==> config.mk <==
export PLATFORM = sky130hd
export DESIGN_NAME = d_latch_monitor
export DESIGN_NICKNAME = d
export VERILOG_FILES = /design/src/rtl/d_latch_monitor.sv
export SDC_FILE = /design/constraint.sdc
export NUM_CORES = 1
export LEC_CHECK = 0
export BUFFER_PORTS_ARGS = -buffer_cell sky130_fd_sc_hd__buf_2
export CAP_MARGIN = 15
export CORE_ASPECT_RATIO = 0.6
export CORE_MARGIN = 4
export CORE_UTILIZATION = 42
export DETAILED_ROUTE_END_ITERATION = 8
export GPL_ROUTABILITY_DRIVEN = 0
export HOLD_SLACK_MARGIN = 0.03
export SYNTH_ARGS = -nofsm -noshare
export SYNTH_HDL_FRONTEND = slang
export SYNTH_SLANG_ARGS = --single-unit
==> constraint.sdc <==
create_clock -name clock -period 2.9 [get_ports clock]
set_input_delay 0.29 -clock clock [delete_from_list [all_inputs] [get_ports clock]]
set_output_delay 0.29 -clock clock [all_outputs]
set_load 0.02 [all_outputs]
==> src/rtl/d_latch_monitor.sv <==
// d_latch_monitor: checks observed D-latch pins (lat_en, lat_d, lat_q) against latch semantics and reports errors.
// Optional macro LATCH_MON_STICKY_EN adds err_sticky.
module d_latch_monitor #(
    parameter int WIDTH = 1,
    parameter int CNT_W = 16,
    parameter int GUARD = 0
) (
    input  logic             clock,
    input  logic             reset,
    input  logic             clear,
    input  logic             lat_en,
    input  logic [WIDTH-1:0] lat_d,
    input  logic [WIDTH-1:0] lat_q,
    output logic             err,
    output logic [CNT_W-1:0] err_count,
    output logic [CNT_W-1:0] trans_cycles,
    output logic [CNT_W-1:0] hold_cycles,
    output logic [WIDTH-1:0] first_exp,
    output logic [WIDTH-1:0] first_got,
`ifdef LATCH_MON_STICKY_EN
    output logic             err_sticky,
`endif
    output logic [1:0]       mon_state
);
    typedef enum logic [1:0] {UNKNOWN = 2'b00, TRANSPARENT = 2'b01, HOLD = 2'b10} state_t;
    localparam logic [3:0] GUARD_V = 4'(GUARD);
    state_t           state, state_n;
    logic [WIDTH-1:0] stored, expected;
    logic [3:0]       guard, guard_n;
    logic             prev_en, armed, chg, skip, mis;
    always_ff @(posedge clock or posedge reset)
        if (reset) state <= UNKNOWN;
        else       state <= state_n;
    always_comb begin
        state_n  = lat_en ? TRANSPARENT : (state == UNKNOWN ? UNKNOWN : HOLD);
        chg      = lat_en != prev_en;
        // a transition sample is itself guarded whenever GUARD is nonzero
        skip     = chg ? (GUARD_V != 4'd0) : (guard != 4'd0);
        guard_n  = chg ? GUARD_V : (guard != 4'd0 ? guard - 4'd1 : 4'd0);
        expected = lat_en ? lat_d : stored;
        mis      = !skip && (lat_en || state != UNKNOWN) && (lat_q != expected);
    end
    assign mon_state = state;
    always_ff @(posedge clock or posedge reset)
        if (reset) begin
            stored       <= '0;
            guard        <= '0;
            prev_en      <= 1'b0;
            armed        <= 1'b1;
            err          <= 1'b0;
            err_count    <= '0;
            trans_cycles <= '0;
            hold_cycles  <= '0;
            first_exp    <= '0;
            first_got    <= '0;
        end else begin
            prev_en <= lat_en;
            guard   <= guard_n;
            err     <= mis;
            if (lat_en) stored <= lat_d;
            if (clear) begin
                err_count    <= '0;
                trans_cycles <= '0;
                hold_cycles  <= '0;
                first_exp    <= '0;
                first_got    <= '0;
                armed        <= 1'b1;
            end else begin
                if (mis && err_count != '1) err_count <= err_count + 1'b1;
                if (lat_en) trans_cycles <= trans_cycles + 1'b1;
                if (!lat_en && state == HOLD) hold_cycles <= hold_cycles + 1'b1;
                if (mis && armed) begin
                    first_exp <= expected;
                    first_got <= lat_q;
                    armed     <= 1'b0;
                end
            end
        end
`ifdef LATCH_MON_STICKY_EN
    // set alongside err so a same-cycle clear still wins
    always_ff @(posedge clock or posedge reset)
        if (reset) err_sticky <= 1'b0;
        else       err_sticky <= clear ? 1'b0 : (err_sticky | mis);
`endif
endmodule

# Word level (Yosys, flattened, before mapping)
# Cells that the tools add are included.
# W data, S select, Z words.
[op_classes]
n_addsub = 4
eq_ne = 4
mux = 18
reduce_logical = 15
[ops]
columns = ["cell", "n"]
rows = [
  ["$mux W16", 6],
  ["$add A16 B1 Y16 const B", 3],
  ["$ne A16 B16 Y1 const B", 1],
  ["$reduce_bool A2 Y1", 5],
  ["$mux W1", 8],
  ["$mux W4", 2],
  ["$logic_and A1 B1 Y1", 5],
  ["$mux W2", 2],
  ["$reduce_bool A4 Y1", 1],
  ["$sub A4 B1 Y4 const B", 1],
  ["$eq A2 B2 Y1 const B", 1],
  ["$logic_not A1 Y1", 2],
  ["$logic_not A2 Y1", 1],
  ["$ne A1 B1 Y1", 2],
  ["$logic_or A1 B1 Y1", 1],
]
[word_totals]
ff_bits = 60
word_cells = 52

# Longest topological paths before layout
# Gate-level depths: netlist (run 1).
[depth]
word_depth = 8
depth_mapped = 8
mapped_depth_nobuf = 7

# Worst setup path after synthesis (run 1)
# No wires, ideal clock.
[synth_path]
path_type = "register to register"
startpoint = "register guard[0]"
endpoint = "register err_count[13]"
setup_time_ns = 0.077
arrival_time_ns = 1.843
required_time_ns = 2.823
slack_ns = 0.980
stages_incl_launch_ff = 8
period_less_slack_ns = 1.920
path_cell_list = "dfrtp_1 inv_1 ha_1 or3b_4 a211oi_4 nand3_4 or3_1 a21oi_1"
[synth_between]
elab_chain_cells = 7
[synth_rtl]
columns = ["element", "line_no", "rtl"]
rows = [
  ["start, declared", "29", "logic [3:0] guard, guard_n;"],
  ["start signal, assigned", "58", "guard <= guard_n;"],
  ["$reduce_bool A4 Y1", "38", "skip = chg ? (GUARD_V != 4'd0) : (guard != 4'd0);"],
  ["$mux W1", "38", ""],
  ["$logic_not A1 Y1", "41", "mis = !skip && (lat_en || state != UNKNOWN) && (lat_q != expected);"],
  ["$logic_and A1 B1 Y1 (2 in series)", "41", ""],
  ["$logic_and A1 B1 Y1", "69", "if (mis && err_count != '1) err_count <= err_count + 1'b1;"],
  ["$reduce_bool A2 Y1 (no line)", "n/a", ""],
  ["end signal, assigned", "69", ""],
  ["end, declared", "15", "output logic [CNT_W-1:0] err_count,"],
]
# No other way between the ends.
# A chain may end at the register's enable or synchronous reset.

# Worst setup path in the final report (run 1)
[layout_path]
startpoint = "register guard[0]"
endpoint = "register err_count[5]"
# The elaborated chain is that of the path after synthesis.

==> flow_metrics.tcl, run 1 <==
set metrics [dict create \
    slew_headroom_pct 51.74 \
    power_mw 2.217 \
    async_flop_share_pct 100.0 \
    first_iter_violations 134 \
    post-place-ws_ns 0.7471 \
    root_buffer "clkbuf_16" \
    syn_to_final_growth_pct 24.38 \
    seq_area_frac_synth_pct 50.60 \
    fin_crit_sh_pct 74.78 \
    grt_pass1_wl_mm 10.65 \
    tritoncts "done" \
    syn-instance-count 287 \
    power_density_nw_per_um2 610.3 \
    status "completed" \
    crit_chain "inv_1 > ha_1 > or3b_4 > nand2_2 > nand3_2 > or4_1 > a21oi_1" \
    drt-total-wl_mm 6.280 \
    holdBufCountCts 0 \
    combPwrFrac_pct 5.8 \
    fin_setup_tns_ns 0 \
    seqPwrFrac_pct 38.7 \
    port_buffers 58 \
    core_sq_um 6705 \
    timing_worst_setup_path_type "flip-flop to flip-flop" \
    p_clk_share_pct 55.4 \
    startpoint_type "flip-flop" \
    finish.utilization_pct 54.17 \
    post-route-min-period_ns 2.169 \
    stdcell_area_sq_um 3632 \
    grt_setup_unrepaired "false" \
    die_x_microns 115.7 \
    ff2ff_setup_slack_ns 0.73 \
    arrival_ns 2.41 \
    synth_ff_type "dfrtp_1" \
    die_area_sq_um 8395 \
    fin_cells 441 \
    ir_drop_mv 0.3760 \
    syn_nets 297 \
    via_per_inst 5.052 \
    critPathTopFamily "simple AND/OR/NAND/NOR gates" \
    report.final.hold_viol_count 0 \
    yosysWarnings 0 \
    crit_fanout 13 \
    r2r_cells 7 \
    swShare_pct 21.48 \
    hpwlAfterDp_mm 4.399 \
    num_io_pins 59 \
    slowest_delay_ns 0.53 \
    max_freq_mhz 461.1 \
    cts.sinks 59 \
    drtAntennaViolNets 0 \
    drive_gt1_share_pct 26.27 \
    fin_nets 359 \
    drt_first_pass_iters 4 \
    p_leak_nw 1.723 \
    worst_ep_required_time_ns 3.14 \
    grt_pass1_vias 2140 \
    track_usage_pct 16.56 \
    reg2reg_from "guard[0]" \
    drcViolationCount 0 \
    synth_cell_types 43 \
    vias 2228 \
    syn_area_per_cell_sq_um 10.18 \
    finClkSkew_ns 0.007929 \
    core.rowCount 23 \
    placed_area_sq_um 3289 \
    rr_endpoint "err_count[5]" \
    initial_utilization_pct 43.55 \
    p_sw_uw 476.1 \
    avgRoutedWirePerCell_microns 14.24 \
    antenna_found_initial 0 \
    final_cell_mix "dfrtp_1 (58), buf_2 (58), nor2_1 (41), xor2_1 (23), nand2_1 (19)" \
    cap_violations 0 \
    synth-seq-cells 59 \
    grt_overflow 0 \
    cts_buffer_depth 2 \
    cts_max_level 3 \
    cts_resized 0 \
    slew_viol_final 0 \
    end_kind "flip-flop" \
    diodes 0 \
    path_buf_inv 1 \
    syn-cell-area_sq_um 2920 \
    setup_violations 0 \
    crit_slowest_cell "or4_1" \
    fin_ws_ns 0.7314 \
    cts_setup_buffers 0 \
    place_inst 425 \
    cts-buffers-inserted 9 \
    intPower_mw 1.740 \
    die_h_microns 72.59 \
    synth_edf_count 0 \
    clk_latency_ns 0.33 \
    grt_max_degree 51 \
    crit_cells 7 \
    clk_pin_slew_ns 0.05 \
    hold_class "input port to async pin" \
    worst_pin_slew_ns 0.7228 \
    timing.hold.ws_ns 0.08118 \
]
## routing by layer
metal / vias to the layer above / share of wire [%] / GRT usage [%]
met2: 46 / 40 / 21.92
met5: - / 0 / 0
met3: 8 / 6.1 / 7.291
met1: 1049 / 53 / 23.94
met4: 0 / 1.2 / 5.792
li1: 1125 / - / -
## synth_stat cells (2+ instances only)
master,count,area share [%]
and3_1,6,1.3
xnor2_1,14,4.2
xor2_1,23,6.9
or3_1,10,2.1
nand3_1,18,3.1
nor3_1,4,0.69
clkbuf_1,5,0.64
dfrtp_1,58,50
mux2i_1,3,1.0
nor3b_1,2,0.51
and2_1,2,0.43
ha_1,4,1.7
buf_2,3,0.51
and4_1,7,2.1
a21oi_1,14,2.4
o21ai_1,6,1.0
nor2_1,41,5.3
nor4_2,2,0.86
nand2_1,19,2.4
or4_1,2,0.51
or3b_4,2,0.77
a211oi_4,2,1.4
o21ai_0,5,0.86
inv_1,6,0.77
nand4_1,10,2.1
o31ai_1,2,0.51
## area by class of cell
cell class | instances | area, sq um
Multi-Input combinational cell | 212 | 1368
Clock buffer | 11 | 242.7
Fill cell | 622 | 3073
Inverter | 6 | 22.52
Timing Repair Buffer | 61 | 312.8
Tap cell | 87 | 108.9
Clock inverter | 5 | 100.1
Sequential cell | 59 | 1478
## sequential cells by signal (all words and copies together) (netlist names)
register      flops
armed             1
err               1
err_count        16
first_exp         1
first_got         1
guard             4
hold_cycles      16
mon_state         2
stored            1
trans_cycles     16
## cell families after synthesis
family | Yosys count | synth area share [%]
flip-flops | 59 | 50.60
multiplexers | 5 | 1.799
adder cells (fa/ha/maj) | 4 | 1.714
XOR/XNOR | 37 | 11.10
buffers and inverters | 16 | 2.571
AND/OR/NAND/NOR | 131 | 24.08
AO/OA/AOI/OAI | 35 | 8.141
## power groups by stage
stage	combinational (mW)	sequential (mW)	clock [mW]
2_1_floorplan	0.0785	0.885	0
3_3_place_gp	0.132	0.872	0
3_5_place_dp	0.132	0.872	0
4_1_cts	0.133	0.858	1.26
5_1_grt	0.145	0.860	1.30
6_report	0.130	0.859	1.23
## worst max path at each step
stage | slack, ns | endpoint | start
6_report | 0.73 | err_count[5] | guard[0]
5_1_grt | 0.58 | err_count[5] | guard[0]
4_1_cts | 0.73 | err_count[5] | guard[0]
3_5_place_dp | 0.75 | err_count[5] | guard[0]
3_3_place_gp | 0.81 | err_count[5] | guard[0]
2_1_floorplan | 0.98 | err_count[13] | guard[0]
No activity file was read; power rests on OpenSTA's default activity.
==> inputs of run 2 (changes only) <==
clock period = 2.1 ns   (was 2.9 ns; I/O delays follow)
==> run 2 against run 1 <==
Sequential share of layout area is 0.31 points lower. Combinational power is 58% higher. Maximum frequency is 7.2% higher. Non-clock buffer count is 7 higher. Die area stayed put. Via count is 4.5% higher. Clock skew is 0.0015 ns lower. Register-to-register slack worse by 0.65 ns. Sequential power is 37% higher. Wire length is 3.6% higher. Clock-buffer cell count is 2 higher. Critical endpoint is now err_count[9]. Highest routed layer unchanged.
==> flow_metrics.tcl, run 2 (synthesis gave the netlist of run 1 again) <==
set metrics [dict create \
    fin_setup_tns_ns 0 \
    timing_worst_setup_path_type "flip-flop to flip-flop" \
    first_iter_violations 60 \
    worst_ep_required_time_ns 2.31 \
    seqPwrFrac_pct 43.1 \
    drt_first_pass_iters 6 \
    initial_utilization_pct 43.55 \
    cts_max_level 3 \
    finClkSkew_ns 0.006466 \
    p_clk_share_pct 49.3 \
    r2r_cells 8 \
    ir_drop_mv 0.3898 \
    worst_pin_slew_ns 0.5642 \
    report.final.hold_viol_count 0 \
    core.rowCount 23 \
    combPwrFrac_pct 7.5 \
    end_kind "flip-flop" \
    grt_pass1_wl_mm 10.90 \
    fin_crit_sh_pct 96.36 \
    die_h_microns 72.59 \
    swShare_pct 22.64 \
    cts-buffers-inserted 9 \
    post-route-min-period_ns 2.024 \
    track_usage_pct 16.68 \
    slew_headroom_pct 62.30 \
    cts.sinks 59 \
    die_x_microns 115.7 \
    grt_pass1_vias 2228 \
    cap_violations 0 \
    crit_fanout 3 \
    clk_pin_slew_ns 0.05 \
    drt-total-wl_mm 6.504 \
    p_leak_nw 1.735 \
    setup_violations 0 \
    placed_area_sq_um 3324 \
    post-place-ws_ns 0.01767 \
    core_sq_um 6705 \
    power_density_nw_per_um2 746.7 \
    port_buffers 58 \
    hold_class "input port to flip-flop" \
    grt_max_degree 51 \
    root_buffer "clkbuf_16" \
    final_cell_mix "dfrtp_1 (58), buf_2 (58), nor2_1 (41), xor2_1 (23), nand2_1 (19)" \
    max_freq_mhz 494.2 \
    reg_top3 "err_count (16), hold_cycles (16), trans_cycles (16)" \
    cts_buffer_depth 2 \
    hpwlAfterDp_mm 4.491 \
    grt_overflow 0 \
    timing.hold.ws_ns 0.1548 \
    avgRoutedWirePerCell_microns 14.55 \
    tritoncts "done" \
    fin_ws_ns 0.07647 \
    hold_path_depth 2 \
    diodes 0 \
    via_per_inst 5.208 \
    p_sw_uw 618.8 \
    clk_latency_ns 0.32 \
    status "completed" \
    drcViolationCount 0 \
    startpoint_type "flip-flop" \
    antenna_found_initial 0 \
    power_mw 2.733 \
    vias 2328 \
    num_io_pins 59 \
    fin_nets 366 \
    intPower_mw 2.114 \
    slew_viol_final 0 \
    arrival_ns 2.23 \
    drtAntennaViolNets 0 \
    stdcell_area_sq_um 3660 \
    syn_to_final_growth_pct 25.32 \
    drive_gt1_share_pct 28.33 \
    die_area_sq_um 8395 \
]
run 2: cell type report:
cell class / count / area (sq um)
clock buffer: 13 / 270.3
clock inverter: 2 / 10.01
fill: 614 / 3045
inverter: 6 / 22.52
multi-input combinational: 212 / 1390
sequential: 59 / 1478
tap: 87 / 108.9
timing repair buffer: 68 / 380.4
run 2: power groups by stage:
stage | clock, mW | combinational [mW] | sequential, mW
2_1_floorplan | 0 | 0.108 | 1.22
3_3_place_gp | 0 | 0.202 | 1.20
3_5_place_dp | 0 | 0.205 | 1.20
4_1_cts | 1.39 | 0.207 | 1.18
5_1_grt | 1.44 | 0.229 | 1.18
6_report | 1.35 | 0.205 | 1.18
run 2: timing repair:
item,CTS,global route
hold buffers,1,0
setup endpoints to repair,0,7
setup buffers,0,3
resized for setup,0,5
hold endpoints to repair,23,0
run 2: path summary, 6_finish.rpt:
check / end / slack [ns] / start
min in group asynchronous: err_count[9] / 0.50 / reset
worst min-delay path: stored / 0.15 / lat_d
worst min register to register: armed / 0.51 / armed
worst max register to register: err_count[9] / 0.08 / guard[0]
worst max-delay path: err_count[9] / 0.08 / guard[0]
max in group asynchronous: armed / 0.95 / reset
run 2: layer usage:
layer | GRT usage (%) | wire length [microns]
met2 | 24.10 | 2757
met1 | 23.84 | 3379
met5 | 0 | 0
met3 | 6.131 | 318
met4 | 4.247 | 48
run 2: critical path: stages (launching register included):
cell      delay (ns)
dfrtp_1         0.38
inv_1           0.06
ha_2            0.17
or3b_4          0.41
a211oi_4        0.30
buf_4           0.16
nand4_1         0.12
xnor2_1         0.15
and2_1          0.15
run 2: metrics by stage:
stage,util [%],cells
2_1_floorplan,-,287
3_3_place_gp,49.58,428
3_5_place_dp,49.58,428
4_1_cts,53.91,444
5_1_grt,54.58,447
6_report,54.58,447
==> inputs of run 3 (changes only) <==
CORE_UTILIZATION = 40   (was 42)
CTS_CLUSTER_SIZE = 10   (was not set)
==> run 3 against run 2 <==
Worst setup slack lost 0.053 ns. Sequential cell count is the same. Sequential power is essentially flat. Combinational power is essentially flat.
==> flow_metrics.tcl, run 3 (synthesis gave the netlist of run 1 again) <==
set metrics [dict create \
    avgRoutedWirePerCell_microns 14.38 \
    cts_buffer_depth 2 \
    drtAntennaViolNets 0 \
    core.rowCount 23 \
    crit_slowest_cell "or3b_4" \
    multiInputGateArea_sq_um 1394 \
    drt-total-wl_mm 6.399 \
    post-place-ws_ns 0.04709 \
    startpoint_type "flip-flop" \
    hold_class "input port to flip-flop" \
    worstHoldStart "lat_en" \
    power_density_nw_per_um2 785.0 \
    crit_start "guard[0]" \
    report.final.hold_viol_count 0 \
    status "completed" \
    hpwlAfterDp_mm 4.453 \
    place_inst 428 \
    root_buffer "clkbuf_16" \
    p_leak_nw 1.729 \
    grt_setup_unrepaired "true" \
    cts-buffers-inserted 9 \
    vias 2263 \
    ir_drop_mv 0.2956 \
    cts_max_level 3 \
    antenna_found_initial 0 \
    fin_ws_ns 0.02328 \
    initial_utilization_pct 42.46 \
    num_io_pins 59 \
    reg_top3 "err_count (16), hold_cycles (16), trans_cycles (16)" \
    die_x_microns 118.3 \
    post-route-min-period_ns 2.077 \
    drt_first_pass_iters 4 \
    crit_chain "inv_1 > ha_2 > or3b_4 > a211oi_4 > nand3_4 > or3_4 > a21oi_2" \
    grt_overflow 0 \
    clk_pin_slew_ns 0.05 \
    reg2reg_from "guard[0]" \
    worst_pin_slew_ns 0.5517 \
    die_h_microns 74.19 \
    seq_area_sq_um 1478 \
    core_sq_um 6878 \
    fin_nets 363 \
    timing_worst_setup_path_type "flip-flop to flip-flop" \
    clk_latency_ns 0.32 \
    power_mw 2.880 \
    slowest_delay_ns 0.41 \
    syn_to_final_growth_pct 25.62 \
    crit_fanout 6 \
    setup_violations 0 \
    worst_ep_required_time_ns 2.35 \
    die_area_sq_um 8777 \
    finish.utilization_pct 53.34 \
    slew_viol_final 0 \
    grt_pass1_wl_mm 11.03 \
    slew_headroom_pct 63.22 \
    cts.sinks 59 \
    path_buf_inv 1 \
    diodes 0 \
    finClkSkew_ns 0.004467 \
    track_usage_pct 16.09 \
    max_freq_mhz 481.5 \
    arrival_ns 2.32 \
    fillCellCount 618 \
    first_iter_violations 158 \
    end_kind "flip-flop" \
    tritoncts "done" \
    grt_pass1_vias 2203 \
    fin_cells 445 \
    drive_gt1_share_pct 27.65 \
    grt_max_degree 51 \
    drcViolationCount 0 \
    cap_violations 0 \
    port_buffers 58 \
    final_cell_mix "dfrtp_1 (58), buf_2 (58), nor2_1 (41), xor2_1 (23), nand2_1 (19)" \
    via_per_inst 5.085 \
    fin_crit_sh_pct 98.89 \
    critPathTopFamily "simple AND/OR/NAND/NOR gates" \
]
==> run 3: worst paths after layout <==
path	slack (ns)	endpoint	depth (start not counted)
worst min register to register	0.46	guard[0]	1
worst min-delay path	0.15	mon_state[0]	1
worst max register to register	0.02	err_count[11]	7
min in group asynchronous	0.46	trans_cycles[3]	3
worst max-delay path	0.02	err_count[11]	7
max in group asynchronous	1.01	armed	4
==> run 3: routing by layer <==
| metal | vias to the layer above | part of all wire (%) | track usage, % | wire length [microns] |
|---|---|---|---|---|
| met5 | - | 0 | 0 | 0 |
| met4 | 0 | 0.86 | 4.805 | 55 |
| met3 | 6 | 5.6 | 6.687 | 360 |
| met2 | 58 | 40 | 22.52 | 2586 |
| met1 | 1060 | 53 | 22.79 | 3396 |
| li1 | 1139 | - | - | - |
==> run 3: where the power goes <==
part           internal, mW  total [mW]  switching, mW  leakage [nW]
Sequential             1.16        1.18         0.0162         0.810
Clock                  1.02        1.50          0.480         0.150
Combinational        0.0687       0.205          0.136         0.769
Total                  2.25        2.88          0.633          1.73
==> run 3: final cells by class <==
type | instances | share of cell area, %
inverter | 6 | 0.6139
clock inverter | 1 | 0.8186
clock buffer | 15 | 7.572
tap | 87 | 2.967
timing repair buffer | 65 | 9.754
sequential | 59 | 40.28
multi-input combinational | 212 | 37.99
==> run 3: timing repair <==
item,CTS,global route
gates resized for setup,0,6
buffers inserted,0,0
endpoints found under the hold margin,22,0
hold buffers,1,0
endpoints found under the setup margin,0,6
==> run 3: stage by stage <==
stage,hold slack (ns),setup TNS [ns],cell area [sq um]
6_report,0.1480,0,3669
5_1_grt,0.1393,-0.1139,3669
4_1_cts,0.1340,0,3642
3_5_place_dp,0.2754,0,3324
3_3_place_gp,0.2796,0,3324
2_1_floorplan,0.2414,0,2920
